--- src/rtl/stopwatch_tick_ctrl.sv ---
// -----------------------------------------------------------------------------
// stopwatch_tick_ctrl
//
// Upstream control stage for the stopwatch counter chain. Two raw, bouncing
// push-buttons are synchronised and debounced into one-cycle press events.
// Those events drive an IDLE/RUN/PAUSE state machine. A prescaler produces a
// one-cycle tick every CLK_DIV clocks while running. A one-cycle clear pulse
// resets the downstream counter.
//
// Parameters
//   CLK_DIV   clock cycles per tick (>= 1)
//   DEBOUNCE  consecutive differing cycles needed to accept a level change (>= 1)
//
// Ports
//   clk             in   system clock, rising edge
//   reset           in   asynchronous, active-high; clears all state
//   btn_start_stop  in   raw start/stop button, active-high
//   btn_clear       in   raw clear button, active-high
//   tick            out  registered one-cycle pulse, counter enable
//   clear           out  registered one-cycle pulse, counter reset
//   running         out  registered, high while state is RUN
//   state           out  registered state: IDLE=00, RUN=01, PAUSE=10
// -----------------------------------------------------------------------------
module stopwatch_tick_ctrl #(
  parameter int CLK_DIV  = 100000,
  parameter int DEBOUNCE = 50000
) (
  input  logic       clk,
  input  logic       reset,
  input  logic       btn_start_stop,
  input  logic       btn_clear,
  output logic       tick,
  output logic       clear,
  output logic       running,
  output logic [1:0] state
);

  localparam int PW = (CLK_DIV > 1) ? $clog2(CLK_DIV) : 1;
  localparam int DW = $clog2(DEBOUNCE + 1);
  localparam logic [PW-1:0] PRESC_LAST = PW'(CLK_DIV - 1);
  // The flip happens on the DEBOUNCE-th differing cycle, so the counter
  // only ever has to hold values up to DEBOUNCE-1.
  localparam logic [DW-1:0] DB_LAST = DW'(DEBOUNCE - 1);

  typedef enum logic [1:0] {
    S_IDLE  = 2'b00,
    S_RUN   = 2'b01,
    S_PAUSE = 2'b10
  } state_t;

  // Bit 0 = start/stop, bit 1 = clear.
  logic [1:0] w_btn_raw;
  logic [1:0] w_press;

  assign w_btn_raw = {btn_clear, btn_start_stop};

  // ---------------------------------------------------------------------------
  // Per-button synchroniser and debouncer
  // ---------------------------------------------------------------------------
  generate
    for (genvar gi = 0; gi < 2; gi++) begin : g_btn
      logic          r_sync1;
      logic          r_sync2;
      logic          r_db;
      logic          r_press;
      logic [DW-1:0] r_db_cnt;

      always_ff @(posedge clk or posedge reset) begin
        if (reset) begin
          r_sync1  <= 1'b0;
          r_sync2  <= 1'b0;
          r_db     <= 1'b0;
          r_press  <= 1'b0;
          r_db_cnt <= '0;
        end else begin
          r_sync1 <= w_btn_raw[gi];
          r_sync2 <= r_sync1;
          r_press <= 1'b0;
          if (r_sync2 == r_db) begin
            r_db_cnt <= '0;
          end else if (r_db_cnt == DB_LAST) begin
            // Accept the new level; only a rising accepted level is a press.
            r_db_cnt <= '0;
            r_db     <= r_sync2;
            r_press  <= r_sync2;
          end else begin
            r_db_cnt <= r_db_cnt + 1'b1;
          end
        end
      end

      assign w_press[gi] = r_press;
    end
  endgenerate

  logic w_ss_press;
  logic w_clr_press;

  assign w_ss_press  = w_press[0];
  assign w_clr_press = w_press[1];

  // ---------------------------------------------------------------------------
  // State machine and prescaler
  // ---------------------------------------------------------------------------
  state_t        r_state;
  state_t        w_state_next;
  logic [PW-1:0] r_presc;
  logic [PW-1:0] w_presc_next;
  logic          r_tick;
  logic          w_tick_next;
  logic          r_clear;
  logic          w_clear_next;
  logic          r_running;
  logic          w_presc_wrap;

  assign w_presc_wrap = (r_presc == PRESC_LAST);

  always_ff @(posedge clk or posedge reset) begin
    if (reset) begin
      r_state   <= S_IDLE;
      r_presc   <= '0;
      r_tick    <= 1'b0;
      r_clear   <= 1'b0;
      r_running <= 1'b0;
    end else begin
      r_state   <= w_state_next;
      r_presc   <= w_presc_next;
      r_tick    <= w_tick_next;
      r_clear   <= w_clear_next;
      r_running <= (w_state_next == S_RUN);
    end
  end

  always_comb begin
    w_state_next = r_state;
    w_presc_next = r_presc;
    w_tick_next  = 1'b0;
    w_clear_next = 1'b0;
    case (r_state)
      S_IDLE: begin
        if (w_ss_press) begin
          w_state_next = S_RUN;
          w_presc_next = '0;
        end else if (w_clr_press) begin
          w_clear_next = 1'b1;
        end
      end
      S_RUN: begin
        // A terminal count still ticks even on the pausing edge; otherwise
        // pausing freezes the prescaler so the phase survives the pause.
        // Clear presses are ignored while running.
        if (w_presc_wrap) begin
          w_presc_next = '0;
          w_tick_next  = 1'b1;
        end else if (!w_ss_press) begin
          w_presc_next = r_presc + 1'b1;
        end
        if (w_ss_press) begin
          w_state_next = S_PAUSE;
        end
      end
      S_PAUSE: begin
        // start/stop has priority; a simultaneous clear is dropped.
        if (w_ss_press) begin
          w_state_next = S_RUN;
        end else if (w_clr_press) begin
          w_state_next = S_IDLE;
          w_clear_next = 1'b1;
          w_presc_next = '0;
        end
      end
      default: begin
        // Encoding 11 is unreachable; fall back to a clean IDLE.
        w_state_next = S_IDLE;
        w_presc_next = '0;
      end
    endcase
  end

  assign tick    = r_tick;
  assign clear   = r_clear;
  assign running = r_running;
  assign state   = r_state;

endmodule
--- config.mk ---
export PLATFORM = sky130hd
export DESIGN_NAME = stopwatch_tick_ctrl
export DESIGN_NICKNAME = d
export VERILOG_FILES = /design/src/rtl/stopwatch_tick_ctrl.sv
export SDC_FILE = /design/constraint.sdc
export NUM_CORES = 1
export LEC_CHECK = 0
export ABC_CLOCK_PERIOD_IN_PS = 3400
export BUFFER_PORTS_ARGS = -buffer_cell sky130_fd_sc_hd__buf_2
export CAP_MARGIN = 10
export CORE_ASPECT_RATIO = 0.5
export CORE_MARGIN = 5
export CORE_UTILIZATION = 65
export DETAILED_ROUTE_END_ITERATION = 8
export GPL_TIMING_DRIVEN = 0
export PLACE_DENSITY = 0.88
export SKIP_CTS_REPAIR_TIMING = 1
export SLEW_MARGIN = 10
export SYNTH_ARGS = -nofsm -noshare
export SYNTH_HDL_FRONTEND = slang
export SYNTH_SLANG_ARGS = --single-unit
--- constraint.sdc ---
create_clock -name clk -period 3.4 [get_ports clk]
set_clock_uncertainty 0.2 [all_clocks]
set_input_delay 0.51 -clock clk [delete_from_list [all_inputs] [get_ports clk]]
set_output_delay 0.51 -clock clk [all_outputs]
set_load 0.02 [all_outputs]
==> metrics.yaml <==
cts_buffer_depth: 2
drive_gt1_frac: 0.103
ys.warnings.count: 0
synth_nets: 302
die_h_um: 57.4
dr.pass1.iters: 5
holdWs_ns: 0.0204
synthToLayoutAreaGrowth_pct: 12.4
syn_avg_cell_area_sq_um: 9.91
die-width_um: 105
hp-class: "input port to asynchronous set/reset pin"
dpl.hpwl_mm: 3.90
drt-wirelength-per-cell_um: 16.2
clock_latency_ns: 0.34
pwr_density_cell_nw_per_um2: 472
grtUsageTotal: 0.225
async_flop_share: 1.00
drt_wl_total_mm: 6.10
post-route-cell-area_sq_um: 3280
gp_congestion: 0.888
finalHoldViolations: 0
irDropWorstVdd_v: 0.000303
core-area_sq_um: 4380
slew_viol_final: 0
ys_top_cells_by_area: "dfrtp_1 (53%), nor2_1 (5.4%), xor2_1 (4.8%), xnor2_1 (4.2%), o21ai_1 (3.8%)"
required_ns: 3.42
end_kind: "flip-flop"
p_leak_nw: 1.46
dp_worst_setup_slack_ns: 1.08
antenna_found_initial: 0
clock_sinks: 62
cp_data_arrival_time_ns: 2.37
yosys.area.top_type_share: 0.531
fin_nets: 322
startpoint_type: "flip-flop"
layout_setup_ws_ns: 1.04
drcViolationCount: 0
grt_pass1_wl_mm: 10.8
syn_inst: 295
ant_nets: 0
initial_core_util: 0.667
num_vias: 2316
grt_pass1_vias: 2334
rrSetupSlack_ns: 1.04
grt_overflow: 0
rsz0062_at_grt: "false"
grt_max_degree: 38
period_share: 0.693
critPathKind: "flip-flop to flip-flop"
clk_pin_slew_ns: 0.07
cts_tree: "built"
io_pins: 9
finalSetupViolCount: 0
root_buffer: "clkbuf_8"
placedInstanceArea_sq_um: 3050
slew_headroom: 0.617
outcome: "finished, final reports clean"
yosysTopAreaCell: "dfrtp_1"
power.total_w: 0.00155
routed_via_density: 6.14
yosysSeqAreaShare: 0.531
synth-edff-count: 0
fp.dieArea_sq_um: 6020
n_antenna_cell: 0
ys.flop_type: "dfrtp_1"
drt-initial-drc-count: 117
htreeDepth: 3
finalSetupTns_ns: 0
syn_area_sq_um: 2920
ys_ff_latch: 62
fmax_ghz: 0.425
period_needed_ns: 2.36
cp_max_fo: 10
maxCapViolations: 0
cts_made_buffers: 9
synth.distinct_cells: 40
tightest_slew_ns: 0.569
num_rows: 17
numPortBuffers: 8
==> per-stage QoR <==
| step | util | cells |
|---|---|---|
| finish | 0.750 | 377 |
| global route | 0.750 | 377 |
| CTS | 0.750 | 377 |
| detailed placement | 0.697 | 361 |
| global placement | 0.692 | 360 |
| floorplan | - | 295 |
==> per-layer routing <==
layer	track usage	share of wire	routed length [um]	vias to the layer above
li1	-	-	-	1074
met1	0.271	0.42	2540	1146
met2	0.385	0.51	3080	78
met3	0.0701	0.060	369	18
met4	0.0820	0.019	115	0
met5	0	0	0	-
==> registers in the layout (all words and copies together), names as in the netlist <==
name            cells
state               2
tick                1
g_btn.r_sync1       2
g_btn.r_sync2       2
r_presc            17
g_btn.r_db          2
running             1
clear               1
g_btn.r_press       2
g_btn.r_db_cnt     32
==> critical path, stage by stage, from the launching register on <==
cell     delay (ns)
dfrtp_1        0.45
or4b_1         0.60
nor4_4         0.33
o22ai_2        0.24
buf_6          0.21
o21ai_1        0.13
o31ai_1        0.08
==> where the power goes <==
group           total, W  internal (W)  switching (W)
Combinational  0.0000363     0.0000106      0.0000257
Clock           0.000763      0.000487       0.000276
Sequential      0.000752      0.000746     0.00000655
Total            0.00155       0.00124       0.000308
==> cell usage in the layout (no fill, tap or decap), types with 2 or more instances in the layout <==
cell / netlist / layout
nand2_1: 22 / 22
xnor2_1: 14 / 14
o21ai_1: 22 / 22
xor2_1: 16 / 16
mux2i_1: 2 / 2
bufinv_16: 0 / 3
nor2_1: 42 / 42
o21ai_0: 3 / 3
ha_1: 3 / 3
or3_1: 4 / 4
nand4_1: 12 / 12
a31oi_1: 2 / 2
mux2_2: 3 / 3
nand4bb_1: 2 / 2
clkbuf_1: 3 / 6
nor4_1: 3 / 3
inv_1: 9 / 8
nor3b_1: 3 / 3
or4_1: 3 / 3
nor3_1: 13 / 13
dfrtp_1: 62 / 62
and2_1: 2 / 2
nand3_1: 17 / 17
clkbuf_8: 0 / 9
and3_1: 9 / 9
a21oi_1: 6 / 6
buf_2: 3 / 11
==> cells by family (layout without fill, tap and decap cells) <==
| logic type | Yosys count | count (layout) | synth area share |
|---|---|---|---|
| buffers and inverters | 16 | 41 | 0.0244 |
| AO/OA/AOI/OAI | 38 | 38 | 0.0728 |
| XOR/XNOR | 30 | 30 | 0.0899 |
| multiplexers | 5 | 5 | 0.0184 |
| AND/OR/NAND/NOR | 141 | 141 | 0.251 |
| adder cells (fa/ha/maj) | 3 | 3 | 0.0128 |
| flip-flops | 62 | 62 | 0.531 |
==> area by class of cell <==
type                       instances  area, sq um
timing repair buffer               9         60.1
clock inverter                     4         95.1
clock buffer                      12          135
fill                             288         1100
sequential                        62         1550
multi-input combinational        217         1300
tap                               57         71.3
buffer                             7         37.5
inverter                           9         33.8
==> path summary, 6_finish.rpt <==
kind / start / to / cells after the start
max: r_presc[11] / r_presc[15] / 6
min: reset / g_btn[0].r_db_cnt[5] / 2
max reg2reg: r_presc[11] / r_presc[15] / 6
min reg2reg: g_btn[1].r_sync1 / g_btn[1].r_sync2 / 0
max in group asynchronous: reset / r_presc[8] / 3
min in group clk: btn_start_stop / g_btn[0].r_sync1 / 1
==> Yosys cell counts (2+ instances only) <==
cell type,number
nand2_1,22
dfrtp_1,62
o21ai_1,22
or4_1,3
a21oi_1,6
nand4bb_1,2
xnor2_1,14
buf_2,3
nor4_1,3
clkbuf_1,3
nand4_1,12
ha_1,3
nor3_1,13
or3_1,4
mux2i_1,2
nor3b_1,3
and2_1,2
a31oi_1,2
nand3_1,17
inv_1,9
xor2_1,16
o21ai_0,3
nor2_1,42
mux2_2,3
and3_1,9
(Power assumes the default switching activity.)
